File: src/rtl/dm_arbiter_if.sv
// Requester handshake and memory bus shared by the data-memory arbiter.
`timescale 1ns/1ps
interface dm_arbiter_if #(
  parameter int unsigned WIDTH = 32
);
  logic             REQ0;
  logic             REQ1;
  logic             WE0;
  logic             WE1;
  logic [WIDTH-1:0] A0;
  logic [WIDTH-1:0] A1;
  logic [WIDTH-1:0] WD0;
  logic [WIDTH-1:0] WD1;
  logic [WIDTH-1:0] RD0;
  logic [WIDTH-1:0] RD1;
  logic             ACK0;
  logic             ACK1;
  logic             ERR0;
  logic             ERR1;
  logic             MEM_WE;
  logic [WIDTH-1:0] MEM_A;
  logic [WIDTH-1:0] MEM_WD;
  logic [WIDTH-1:0] MEM_RD;

  // Requesters plus memory: drive requests and read data, observe the rest.
  modport master (
    output REQ0, REQ1, WE0, WE1, A0, A1, WD0, WD1, MEM_RD,
    input  RD0, RD1, ACK0, ACK1, ERR0, ERR1, MEM_WE, MEM_A, MEM_WD
  );

  // Arbiter side.
  modport slave (
    input  REQ0, REQ1, WE0, WE1, A0, A1, WD0, WD1, MEM_RD,
    output RD0, RD1, ACK0, ACK1, ERR0, ERR1, MEM_WE, MEM_A, MEM_WD
  );
endinterface

File: src/rtl/dm_arbiter.sv
// Round-robin arbiter sharing a single-port data memory between the CPU
// datapath (port 0) and the loader/debug port (port 1). One access per
// grant: IDLE/RESP arbitrate, ACCESS drives the memory, RESP pulses ACK.
`timescale 1ns/1ps
module dm_arbiter #(
  parameter int unsigned WIDTH = 32,
  parameter int unsigned DEPTH = 64
) (
  input  logic         CLK,
  input  logic         RST,
  dm_arbiter_if.slave  bus
);

  localparam logic [WIDTH-1:0] DepthW = WIDTH'(DEPTH);

  typedef enum logic [1:0] {IDLE, ACCESS, RESP} state_t;

  state_t           state_q;
  logic             owner_q;
  logic             last_q;
  logic             we_q;
  logic [WIDTH-1:0] addr_q;
  logic [WIDTH-1:0] wdata_q;
  logic             oor_q;
  logic [WIDTH-1:0] rd0_q;
  logic [WIDTH-1:0] rd1_q;
  logic             ack0_q;
  logic             ack1_q;
  logic             err0_q;
  logic             err1_q;

  logic             cand0_d;
  logic             cand1_d;
  logic             win_valid_d;
  logic             win_port_d;
  logic             sel_we_d;
  logic [WIDTH-1:0] sel_a_d;
  logic [WIDTH-1:0] sel_wd_d;

  // Candidate selection: the owner in RESP still holds REQ, so it is excluded.
  always_comb begin
    cand0_d = bus.REQ0;
    cand1_d = bus.REQ1;
    if (state_q == RESP) begin
      if (owner_q) cand1_d = 1'b0;
      else         cand0_d = 1'b0;
    end
    win_valid_d = cand0_d | cand1_d;
    win_port_d  = (cand0_d & cand1_d) ? ~last_q : cand1_d;
    sel_we_d    = win_port_d ? bus.WE1 : bus.WE0;
    sel_a_d     = win_port_d ? bus.A1  : bus.A0;
    sel_wd_d    = win_port_d ? bus.WD1 : bus.WD0;
  end

  // Control FSM with registered grant, read data and ACK/ERR pulses.
  always_ff @(posedge CLK) begin
    if (RST) begin
      state_q <= IDLE;
      owner_q <= 1'b0;
      last_q  <= 1'b1;
      we_q    <= 1'b0;
      addr_q  <= '0;
      wdata_q <= '0;
      oor_q   <= 1'b0;
      rd0_q   <= '0;
      rd1_q   <= '0;
      ack0_q  <= 1'b0;
      ack1_q  <= 1'b0;
      err0_q  <= 1'b0;
      err1_q  <= 1'b0;
    end else begin
      ack0_q <= 1'b0;
      ack1_q <= 1'b0;
      err0_q <= 1'b0;
      err1_q <= 1'b0;
      case (state_q)
        IDLE, RESP: begin
          if (win_valid_d) begin
            owner_q <= win_port_d;
            last_q  <= win_port_d;
            we_q    <= sel_we_d;
            addr_q  <= sel_a_d;
            wdata_q <= sel_wd_d;
            oor_q   <= (sel_a_d >= DepthW);
            state_q <= ACCESS;
          end else begin
            state_q <= IDLE;
          end
        end
        ACCESS: begin
          // Writes also return the pre-write word; rejected accesses return 0.
          if (owner_q) begin
            ack1_q <= 1'b1;
            err1_q <= oor_q;
            rd1_q  <= oor_q ? '0 : bus.MEM_RD;
          end else begin
            ack0_q <= 1'b1;
            err0_q <= oor_q;
            rd0_q  <= oor_q ? '0 : bus.MEM_RD;
          end
          state_q <= RESP;
        end
        default: state_q <= IDLE;
      endcase
    end
  end

  // Write strobe gated by RST so an aborted access never commits.
  assign bus.MEM_WE = (state_q == ACCESS) & we_q & ~oor_q & ~RST;
  assign bus.MEM_A  = addr_q;
  assign bus.MEM_WD = wdata_q;
  assign bus.RD0    = rd0_q;
  assign bus.RD1    = rd1_q;
  assign bus.ACK0   = ack0_q;
  assign bus.ACK1   = ack1_q;
  assign bus.ERR0   = err0_q;
  assign bus.ERR1   = err1_q;

endmodule
File: src/flat_wrapper.sv
// flat-port wrapper written by rule: the top's interface ports become plain ports
module dm_arbiter_flat 
#(
  parameter int unsigned WIDTH = 32,
  parameter int unsigned DEPTH = 64
)
  (CLK, RST, bus_REQ0, bus_REQ1, bus_WE0, bus_WE1, bus_A0, bus_A1, bus_WD0, bus_WD1, bus_MEM_RD, bus_RD0, bus_RD1, bus_ACK0, bus_ACK1, bus_ERR0, bus_ERR1, bus_MEM_WE, bus_MEM_A, bus_MEM_WD);
  dm_arbiter_if #(.WIDTH(WIDTH)) bus_i ();
  input  logic CLK;
  input  logic RST;
  input wire logic [$bits(bus_i.REQ0)-1:0] bus_REQ0;
  input wire logic [$bits(bus_i.REQ1)-1:0] bus_REQ1;
  input wire logic [$bits(bus_i.WE0)-1:0] bus_WE0;
  input wire logic [$bits(bus_i.WE1)-1:0] bus_WE1;
  input wire logic [$bits(bus_i.A0)-1:0] bus_A0;
  input wire logic [$bits(bus_i.A1)-1:0] bus_A1;
  input wire logic [$bits(bus_i.WD0)-1:0] bus_WD0;
  input wire logic [$bits(bus_i.WD1)-1:0] bus_WD1;
  input wire logic [$bits(bus_i.MEM_RD)-1:0] bus_MEM_RD;
  output wire logic [$bits(bus_i.RD0)-1:0] bus_RD0;
  output wire logic [$bits(bus_i.RD1)-1:0] bus_RD1;
  output wire logic [$bits(bus_i.ACK0)-1:0] bus_ACK0;
  output wire logic [$bits(bus_i.ACK1)-1:0] bus_ACK1;
  output wire logic [$bits(bus_i.ERR0)-1:0] bus_ERR0;
  output wire logic [$bits(bus_i.ERR1)-1:0] bus_ERR1;
  output wire logic [$bits(bus_i.MEM_WE)-1:0] bus_MEM_WE;
  output wire logic [$bits(bus_i.MEM_A)-1:0] bus_MEM_A;
  output wire logic [$bits(bus_i.MEM_WD)-1:0] bus_MEM_WD;
  assign bus_i.REQ0 = bus_REQ0;
  assign bus_i.REQ1 = bus_REQ1;
  assign bus_i.WE0 = bus_WE0;
  assign bus_i.WE1 = bus_WE1;
  assign bus_i.A0 = bus_A0;
  assign bus_i.A1 = bus_A1;
  assign bus_i.WD0 = bus_WD0;
  assign bus_i.WD1 = bus_WD1;
  assign bus_i.MEM_RD = bus_MEM_RD;
  assign bus_RD0 = bus_i.RD0;
  assign bus_RD1 = bus_i.RD1;
  assign bus_ACK0 = bus_i.ACK0;
  assign bus_ACK1 = bus_i.ACK1;
  assign bus_ERR0 = bus_i.ERR0;
  assign bus_ERR1 = bus_i.ERR1;
  assign bus_MEM_WE = bus_i.MEM_WE;
  assign bus_MEM_A = bus_i.MEM_A;
  assign bus_MEM_WD = bus_i.MEM_WD;
  dm_arbiter #(.WIDTH(WIDTH), .DEPTH(DEPTH)) u_core (.CLK(CLK), .RST(RST), .bus(bus_i));
endmodule
File: config.mk
export PLATFORM = sky130hd
export DESIGN_NAME = dm_arbiter_flat
export DESIGN_NICKNAME = d
export VERILOG_FILES = /design/src/rtl/dm_arbiter_if.sv /design/src/rtl/dm_arbiter.sv /design/src/flat_wrapper.sv
export SDC_FILE = /design/constraint.sdc
export NUM_CORES = 1
export LEC_CHECK = 0
export BUFFER_PORTS_ARGS = -buffer_cell sky130_fd_sc_hd__buf_2
export CORE_MARGIN = 10
export CORE_UTILIZATION = 45
export CTS_CLUSTER_DIAMETER = 50
export DETAILED_ROUTE_END_ITERATION = 8
export GPL_ROUTABILITY_DRIVEN = 1
export MAX_ROUTING_LAYER = met4
export PLACE_DENSITY = 0.85
export SYNTH_ARGS = -nofsm -noshare
export SYNTH_HDL_FRONTEND = slang
export SYNTH_SLANG_ARGS = --single-unit
File: constraint.sdc
create_clock -name CLK -period 1.6 [get_ports CLK]
set_input_delay 0.4 -clock CLK [delete_from_list [all_inputs] [get_ports CLK]]
set_output_delay 0.4 -clock CLK [all_outputs]
set_load 0.05 [all_outputs]
After elaboration in Yosys (flattened, before gate mapping)
Cells that the tools add are included.

Register bits after elaboration: 138. Input port bits: 166. Output and inout bits: 133. Logic and storage cells: 47.

Magnitude comparators: 1. Eq/ne operators: 2. Mux-type cells: 13. Bitwise gates (word level): 10. Reductions and logical operators: 8.

Operator list (count): two-way mux 32 bit (3); >= comparator 32 x 7 -> 1 bit (second input constant) (1); two-way mux 1 bit (9); AND reduction 2 bit (3); OR reduction 3 bit (2); inverter 1 bit (5); bitwise AND 1 bit (4); one-hot mux 2 bit (2 select lines) (1); OR reduction 2 bit (2); equality test 2 x 1 -> 1 bit (second input constant) (1); equality test 2 bit (second input constant) (1); logical NOT 2 bit (1); OR 1 bit (1).

Depth between registers and ports, before layout
Gate-level depths: netlist (run 1).

Depth after elaboration: 6. Mapped depth: 8. Gate-level depth less buffers: 5.

Worst setup path before layout (run 1)
No wires, ideal clock.

Path type: register to output. From: register u_core.oor_q. To: output port bus_MEM_WE. Arrival: 2244 ps. Data required time: 1200 ps. Path slack: -1044 ps. Cell stages (with the launch flop): 3. Path buffers: 1. Cells stage by stage: dfxtp_1 -> clkbuf_1 -> nor4b_1.

Cells in the longest elaborated chain, start to end: 3.

Ends and longest elaborated chain: start: declaration (RTL line dm_arbiter.sv:24) `logic oor_q;`; start signal: assignment (RTL line dm_arbiter.sv:84) `oor_q <= (sel_a_d >= DepthW);`; inverter 1 bit (RTL line dm_arbiter.sv:109) `assign bus.MEM_WE = (state_q == ACCESS) & we_q & ~oor_q & ~RST;`; bitwise AND 1 bit (2 in a row) (RTL line dm_arbiter.sv:109); end: declaration (RTL line flat_wrapper.sv:26) `output wire logic [$bits(bus_i.MEM_WE)-1:0] bus_MEM_WE;`.

Every way passes these cells.

Final worst setup path (run 1)
From: register u_core.state_q[1]. To: register u_core.wdata_q[23], in the netlist u_core.bus.MEM_WD[23].

Cells in the longest elaborated chain, start to end: 5.

Ends and longest elaborated chain: start: declaration (RTL line dm_arbiter.sv:18) `state_t state_q;`; start signal: assignment (RTL line dm_arbiter.sv:58) `state_q <= IDLE;`; start signal: assignment (RTL line dm_arbiter.sv:85) `state_q <= ACCESS;`; start signal: assignment (RTL line dm_arbiter.sv:87) `state_q <= IDLE;`; equality test 2 bit (RTL line dm_arbiter.sv:44, dm_arbiter.sv:76); two-way mux 1 bit (RTL line dm_arbiter.sv:44) `if (state_q == RESP) begin`; bitwise AND 1 bit (RTL line dm_arbiter.sv:49) `win_port_d = (cand0_d & cand1_d) ? ~last_q : cand1_d;`; two-way mux 1 bit (RTL line dm_arbiter.sv:49); two-way mux 32 bit (RTL line dm_arbiter.sv:52) `sel_wd_d = win_port_d ? bus.WD1 : bus.WD0;`; end signal: assignment (RTL line dm_arbiter.sv:83) `wdata_q <= sel_wd_d;`; end: declaration (RTL line dm_arbiter.sv:23) `logic [WIDTH-1:0] wdata_q;`.

Several ways; a longest one is shown, not always the timed one. A chain may end at the register's enable or synchronous reset.

==> metrics.md, run 1 <==
| Metric | Value |
|---|---|
| Global-route track usage on met1 | 0.242 |
| Clock-pin transition on the worst setup and hold timing paths | 60 ps |
| Status | finished with violations |
| H-tree lvl count | 4 |
| Number of global-route vias before repair | 6102 |
| CTS max path bufs | 2 |
| Top-Level Pins | 299 |
| Final setup vio count | 65 |
| Global-route usage over all layers | 0.229 |
| Register area | 0.00277 mm2 |
| CTS tree | done |
| Met2 global-route usage | 0.383 |
| Grt ovf | 0 |
| Crit-path cells | buf_6, nor2b_4, o211ai_4, buf_12, buf_16, buf_8, mux2i_1, a211oi_2 |
| Number of hold violations in the final report | 0 |
| Worst min path class | input pin to register |
| Drt wl/cell | 19.2 um |
| Finished Layout Cells | around 1100 |
| DR pass1 iterations | 5 |
| Antenna violations before repair | 1 |
| Crit path DAT | 2060 ps |
| Worst endpoint required time | about 1900 ps |
| Max VDD drop | around 730 uV |
| FP Rows | 40 |
| CP Capture Type | register |
| Achievable frequency | 565 MHz |
| Die X | around 130 um |
| Share of cells above drive strength 1 | 0.430 |
| Num CTS Buffers | 17 |
| Leakage | slightly above 4 nW |
| Final worst slack | -171 ps |
| Syn Area/Cell | 8.59 um2 |
| Synth Instances | 660 |
| Clock Skew | 7.06 ps |
| Routed WL | 22000 um |
| Pwr dens | 1220 mW/mm2 |
| Slew Limit Fails | 0 |
| Initial Util | 0.466 |
| Flops & latches, synth | 138 |
| Post-synthesis cell area | 0.00567 mm2 |
| Placed instance count | 1104 |
| Post-detailed-route count of antenna-violating nets | 0 |
| Tcrit/Tclk final | 1.11 |
| WS Path Type | register to register |
| Fin nets | 1133 |
| Dpl hpwl | 15400 um |
| Multi-input logic area | 0.00296 mm2 |
| Final TNS setup | -5410 ps |
| RSZ-0062 raised after global routing | yes |
| Met3 usage | 0.0705 |
| Clk sink count | 138 |
| Via/cell ratio | ~5.3 |
| RD Place Congestion | 0.946 |
| Max-capacitance violation count | 0 |
| Clock latency on the worst-skew pair | 420 ps |
| Critical path fanouts, max | 7 |
| Largest net degree at the start of global routing | 70 |
| Port Buf Inserts | 298 |
| Syn nets | 826 |
| FILL cells | 885 |
| Via count | approximately 6100 |
| Drt initial violations | 357 |
| Dpl ws | -140 ps |
| Power Total | about 11 mW |
| Core region area | about 0.012 mm2 |
| Yosys warns | 0 |
| First-pass GRT wire length | between 30000 and 40000 um |
| Startpoint Class | register |
| Min cycle time layout | 1770 ps |
| Library cells used by synthesis | 28 |
| Die Area | about 0.017 mm2 |
| Seq/Total Area, Yosys | 0.487 |
| Area Overhead vs Synth | 54.5% |
| Max transition margin | 0.706 |
| Final core utilization | 0.720 |
| Drt drc | 0 |
| Hold-fix buffers, CTS | 0 |
| Die H | 132 um |
| Failing checks | negative setup slack |
| GR peak layer | met2 |
| Slew @ Worst Pin | ~440 ps |
| Root Driver | clkbuf_16 |
| Crit path largest cell delay | 330 ps |
| CP max-delay cell | dfxtp_2 |
==> synth_stat cells <==
library cell,number,area share
dfxtp_1,138,0.49
nand2_1,133,0.088
nor2_1,76,0.050
a21oi_1,66,0.058
a211oi_1,65,0.086
mux2i_1,65,0.11
clkbuf_1,40,0.026
nor2b_1,34,0.038
nor4_1,11,0.012
buf_2,7,0.0062
buf_1,3,0.0020
buf_6,3,0.0060
nand2b_1,3,0.0033
nor3_1,2,0.0018
a211o_1,1,0.0015
a311oi_1,1,0.0015
a31o_2,1,0.0015
and2_1,1,0.0011
buf_4,1,0.0013
nand3_1,1,0.00088
nand3b_1,1,0.0013
nand4_1,1,0.0011
nor3_2,1,0.0018
nor3b_1,1,0.0013
nor4b_1,1,0.0015
o211ai_2,1,0.0022
or3_1,1,0.0011
or4_1,1,0.0013
==> final timing paths <==
kind | start | endpoint | slack (ps) | cells after the start
setup / recovery | u_core.state_q[1] | u_core.bus.MEM_WD[23] | -170 | 8
hold / removal | bus_WD1[24] | u_core.bus.MEM_WD[24] | 310 | 3
setup reg to reg | u_core.state_q[1] | u_core.bus.MEM_WD[23] | -170 | 8
hold reg to reg | u_core.bus.RD0[13] | u_core.bus.RD0[13] | 450 | 2
==> per-stage QoR <==
step	hold slack, ps	cell area [um2]
2_1_floorplan	435	5690
3_3_place_gp	437	7560
3_5_place_dp	443	7560
4_1_cts	309	8350
5_1_grt	326	8760
6_report	314	8760
==> power by group <==
part | internal (mW) | switching, mW | leakage, nW
Clock | 2.50 | 1.52 | 0.290
Combinational | 0.966 | 1.82 | 2.67
Sequential | 3.70 | 0.145 | 1.13
==> layer usage <==
metal	wire, um	up-vias	share of wire
met2	11200	283	0.51
li1	-	2892	-
met5	0	-	0
met1	8280	2854	0.38
met3	1600	57	0.073
met4	917	0	0.042
==> registers in the layout, summed over array words and instances (netlist names), 2 cells and up <==
| register | flops |
|---|---|
| u_core.bus.MEM_A | 32 |
| u_core.bus.MEM_WD | 32 |
| u_core.bus.RD0 | 32 |
| u_core.bus.RD1 | 32 |
| u_core.state_q | 2 |
==> layout by cell type (no fill, tap or decap), drive strengths merged, types with 3 or more instances in the layout <==
| cell type | synthesis | routed |
|---|---|---|
| a211oi | 65 | 65 |
| a21oi | 66 | 66 |
| buf | 14 | 337 |
| bufinv | 0 | 3 |
| clkbuf | 40 | 23 |
| clkinv | 0 | 6 |
| clkinvlp | 0 | 3 |
| dfxtp | 138 | 138 |
| mux2i | 65 | 65 |
| nand2 | 133 | 133 |
| nand2b | 3 | 3 |
| nor2 | 76 | 76 |
| nor2b | 34 | 34 |
| nor3 | 3 | 3 |
| nor4 | 11 | 11 |
==> layout make-up <==
class	count	share of cell area
antenna	1	0.000286
clock buffer	19	0.0506
clock inverter	13	0.0194
multi-input combinational	468	0.338
sequential	138	0.316
tap	168	0.0240
timing repair buffer	342	0.252
==> worst max-delay path, delay by kind of cell (launching register included) <==
family,cells,cell delay [ps]
flops,1,330
mux,1,240
simple gates,1,120
compound gates,2,420
buf+inv,4,540
==> timing repair <==
item                       in CTS  in global routing
setup buffers                   1                  3
resized for setup              19                 56
gates cloned                    3                  5
pin swaps                      14                 51
setup endpoints to repair       6                 67
hold endpoints to repair        0                  0
==> logic make-up after synthesis <==
kind of cell,Yosys count,synth area share
multiplexers,65,0.115
AND/OR/NAND/NOR,268,0.205
flip-flops,138,0.487
buffers and inverters,54,0.0419
AO/OA/AOI/OAI,135,0.151
Note: power is estimated with default switching activity, not from simulation.
==> run 2: changes to the inputs <==
--- a/config.mk
+++ b/config.mk
@@ -5,6 +5,7 @@
 export SDC_FILE = /design/constraint.sdc
 export NUM_CORES = 1
 export LEC_CHECK = 0
+export ABC_AREA = 1
 export BUFFER_PORTS_ARGS = -buffer_cell sky130_fd_sc_hd__buf_2
 export CORE_MARGIN = 10
 export CORE_UTILIZATION = 45
@@ -13,6 +14,7 @@
 export GPL_ROUTABILITY_DRIVEN = 1
 export MAX_ROUTING_LAYER = met4
 export PLACE_DENSITY = 0.85
+export RECOVER_POWER = 100
 export SYNTH_ARGS = -nofsm -noshare
 export SYNTH_HDL_FRONTEND = slang
 export SYNTH_SLANG_ARGS = --single-unit
==> run 2 against run 1 <==
Net effect:
- the flow still finishes with violations (negative setup slack)
- total power is 1.6% higher
- hold slack lost 150 ps
- die area up 1.1%
- worst setup slack lost 6.3 ps
- sequential power increased by 2%
- area after synthesis up 1.3%
- via count rose by 8.3%
- combinational power hardly changed
- final area decreased by 3.5%
==> metrics.md, run 2 <==
| Metric | Value |
|---|---|
| CP Capture Type | output port |
| Via count | 6591 |
| CTS tree | done |
| Crit-path cells | inv_4, nor2_2, inv_2, nor2_2, nand2_1, nor2_2, buf_6 |
| Status | finished with violations |
| Count leader, synth | nand2_1 |
| Share of cells above drive strength 1 | 0.379 |
| Ys async rst share | 0 |
| Final worst slack | -177 ps |
| Hold-fix buffers, CTS | 0 |
| Max transition margin | 0.669 |
| WP buf/inv | 3 |
| Register area | 0.00277 mm2 |
| EDFF count, synth | 0 |
| Worst r2r src | u_core.state_q[0] |
| Die X | between 100 and 150 um |
| Most common library cells after synthesis | nand2_1, dfxtp_1, nor2_1 |
| Die Area | roughly 0.018 mm2 |
| Routed WL | around 22000 um |
| Worst min path class | input pin to register |
| Drt drc | 0 |
| Slew @ Worst Pin | 495 ps |
| Top-Level Pins | 299 |
| Global-route usage over all layers | 0.235 |
| Max VDD drop | between 900 and 1000 uV |
| Port Buf Inserts | 298 |
| FP Rows | 41 |
| Synth Instances | 776 |
| Crit path launch | u_core.state_q[0] |
| Dpl ws | -45.0 ps |
| Number of hold violations in the final report | 0 |
| FILL cells | 1066 |
| Die H | 133 um |
| Min-delay src | RST |
| WS Path Type | register to output port |
| Startpoint Class | register |
| Root Driver | clkbuf_16 |
| Flops & latches, synth | 138 |
| Final setup vio count | 2 |
| Top cells by area, synth | dfxtp_1, o21ai_0, nand2_1 |
| Most frequent cells in the layout | buf_2, nand2_1, dfxtp_1, nor2_1, o21ai_0 |
| Top-area cell type share of the netlist area | 0.481 |
| Area Overhead vs Synth | 47.2% |
| Largest area contributor in the netlist | dfxtp_1 |
| Post-synthesis cell area | between 0.005 and 0.006 mm2 |
| Tcrit/Tclk final | 1.11 |
| Largest net degree at the start of global routing | 89 |
| Hold path cells | 2 |
| Cell mode on critical path | nor2_2 |
| Achievable frequency | 563 MHz |
| Fin nets | 1251 |
| Dpl hpwl | roughly 16000 um |
| Clock-pin transition on the worst setup and hold timing paths | 50 ps |
| Design area | 0.00845 mm2 |
| RSZ-0062 raised after global routing | yes |
| Via/cell ratio | 5.17 |
| Grt ovf | 0 |
| Yosys warns | 0 |
| DR pass1 iterations | 5 |
| Syn Area/Cell | 7.40 um2 |
| CP max-delay cell | dfxtp_2 |
| Leakage | 4.37 nW |
| Crit path largest cell delay | between 300 and 400 ps |
| Drt wl/cell | 17.5 um |
| Max-capacitance violation count | 0 |
| Post-detailed-route count of antenna-violating nets | 0 |
| Clock Skew | 12.6 ps |
| CTS max path bufs | 2 |
| H-tree lvl count | 4 |
| Final TNS setup | -257 ps |
| Placed instance area | between 0.007 and 0.008 mm2 |
| RD Place Congestion | around 0.9 |
| Core region area | 0.0126 mm2 |
| Slew Limit Fails | 0 |
| Crit path DAT | 1380 ps |
| R2R depth | 12 |
| Drt initial violations | 598 |
| Antenna violations before repair | 6 |
| Min cycle time layout | 1780 ps |
| Clk sink count | 138 |
| Reg2reg setup slack | -80 ps |
| Pwr dens | 1280 mW/mm2 |
| Critical path's top delay family | flip-flops |
| Clock latency on the worst-skew pair | between 400 and 500 ps |
| Syn nets | 942 |
| Commonest non-fill, non-tap cell in the layout | buf_2 |
| Critical path fanouts, max | 4 |
| Number of global-route vias before repair | 6303 |
| Initial Util | 0.457 |
| Hold Slack | about 160 ps |
| Synth Flop Type | dfxtp_1 |
| Worst hold endpoint | u_core.state_q[1] |
| Multi-input logic area | 0.00252 mm2 |
| Num CTS Buffers | 17 |
| Seq/Total Area, Yosys | 0.481 |
| Library cells used by synthesis | 25 |
| Worst endpoint required time | 1200 ps |
| Reg2reg end | u_core.oor_q |
| Failing checks | negative setup slack |
| First-pass GRT wire length | 32800 um |
-- run 2: worst register-to-register path, cell delays in order, from the launching register on --
cell        delay, ps
dfxtp_2           350
inv_4              50
nand3_2            90
nand3_4           110
nand2_8           130
buf_4             140
clkinvlp_4        150
nand2_2           100
nand2_1            80
nor2_1            120
nand3_1           100
nor2_1             90
nor2_1             40
-- run 2: report_power, final --
part / total [mW] / internal [mW] / switching (mW)
combinational: 2.78 / 0.833 / 1.95
sequential: 3.90 / 3.74 / 0.161
clock: 4.14 / 2.61 / 1.53
total: 10.8 / 7.18 / 3.64
-- run 2: how the worst max path moves through the flow --
stage / endpoint / slack (ps) / cells past startpoint
2_1_floorplan: bus_MEM_WE / 30 / 6
4_1_cts: bus_MEM_WE / -180 / 7
3_3_place_gp: u_core.oor_q / -10 / 12
3_5_place_dp: u_core.oor_q / -40 / 12
6_report: bus_MEM_WE / -180 / 7
5_1_grt: bus_MEM_WE / -280 / 7
-- run 2: logic make-up after synthesis --
kind of cell | share of synthesized area
AOI/OAI and AO/OA | 0.206
buffers and inverters | 0.0878
DFF | 0.481
and+or+nand+nor | 0.225
-- run 2: area by class of cell --
type                       instances  share of cell area
sequential                       138               0.328
multi-input combinational        536               0.299
timing repair buffer             349               0.252
clock buffer                      17              0.0503
tap                              172              0.0255
clock inverter                    15              0.0237
inverter                          43              0.0204
antenna                            6             0.00178
-- run 2: what timing repair did --
action / 4_1_cts / 5_1_grt
endpoints found under the hold margin: 0 / 0
buffers inserted: 0 / 3
gates cloned: 0 / 5
pin swaps: 0 / 7
setup endpoints to repair: 2 / 9
gates resized for setup: 7 / 14
-- run 2: through the flow --
stage / instances / utilization / power [mW]
after floorplan: 776 / - / 5.73
after CTS: 1262 / 0.654 / 10.7
final: 1276 / 0.672 / 10.8
after global placement: 1230 / 0.603 / 6.54
after global routing: 1276 / 0.672 / 11.2
after detailed placement: 1230 / 0.603 / 6.58
-- run 2: metal layers --
| layer | global-route usage | part of all wire | vias up | wire length [um] |
|---|---|---|---|---|
| li1 | - | - | 3195 | - |
| met3 | 0.0791 | 0.093 | 45 | 2070 |
| met1 | 0.257 | 0.39 | 3009 | 8710 |
| met5 | - | 0 | - | 0 |
| met2 | 0.384 | 0.49 | 342 | 11000 |
| met4 | 0.0954 | 0.026 | 0 | 579 |
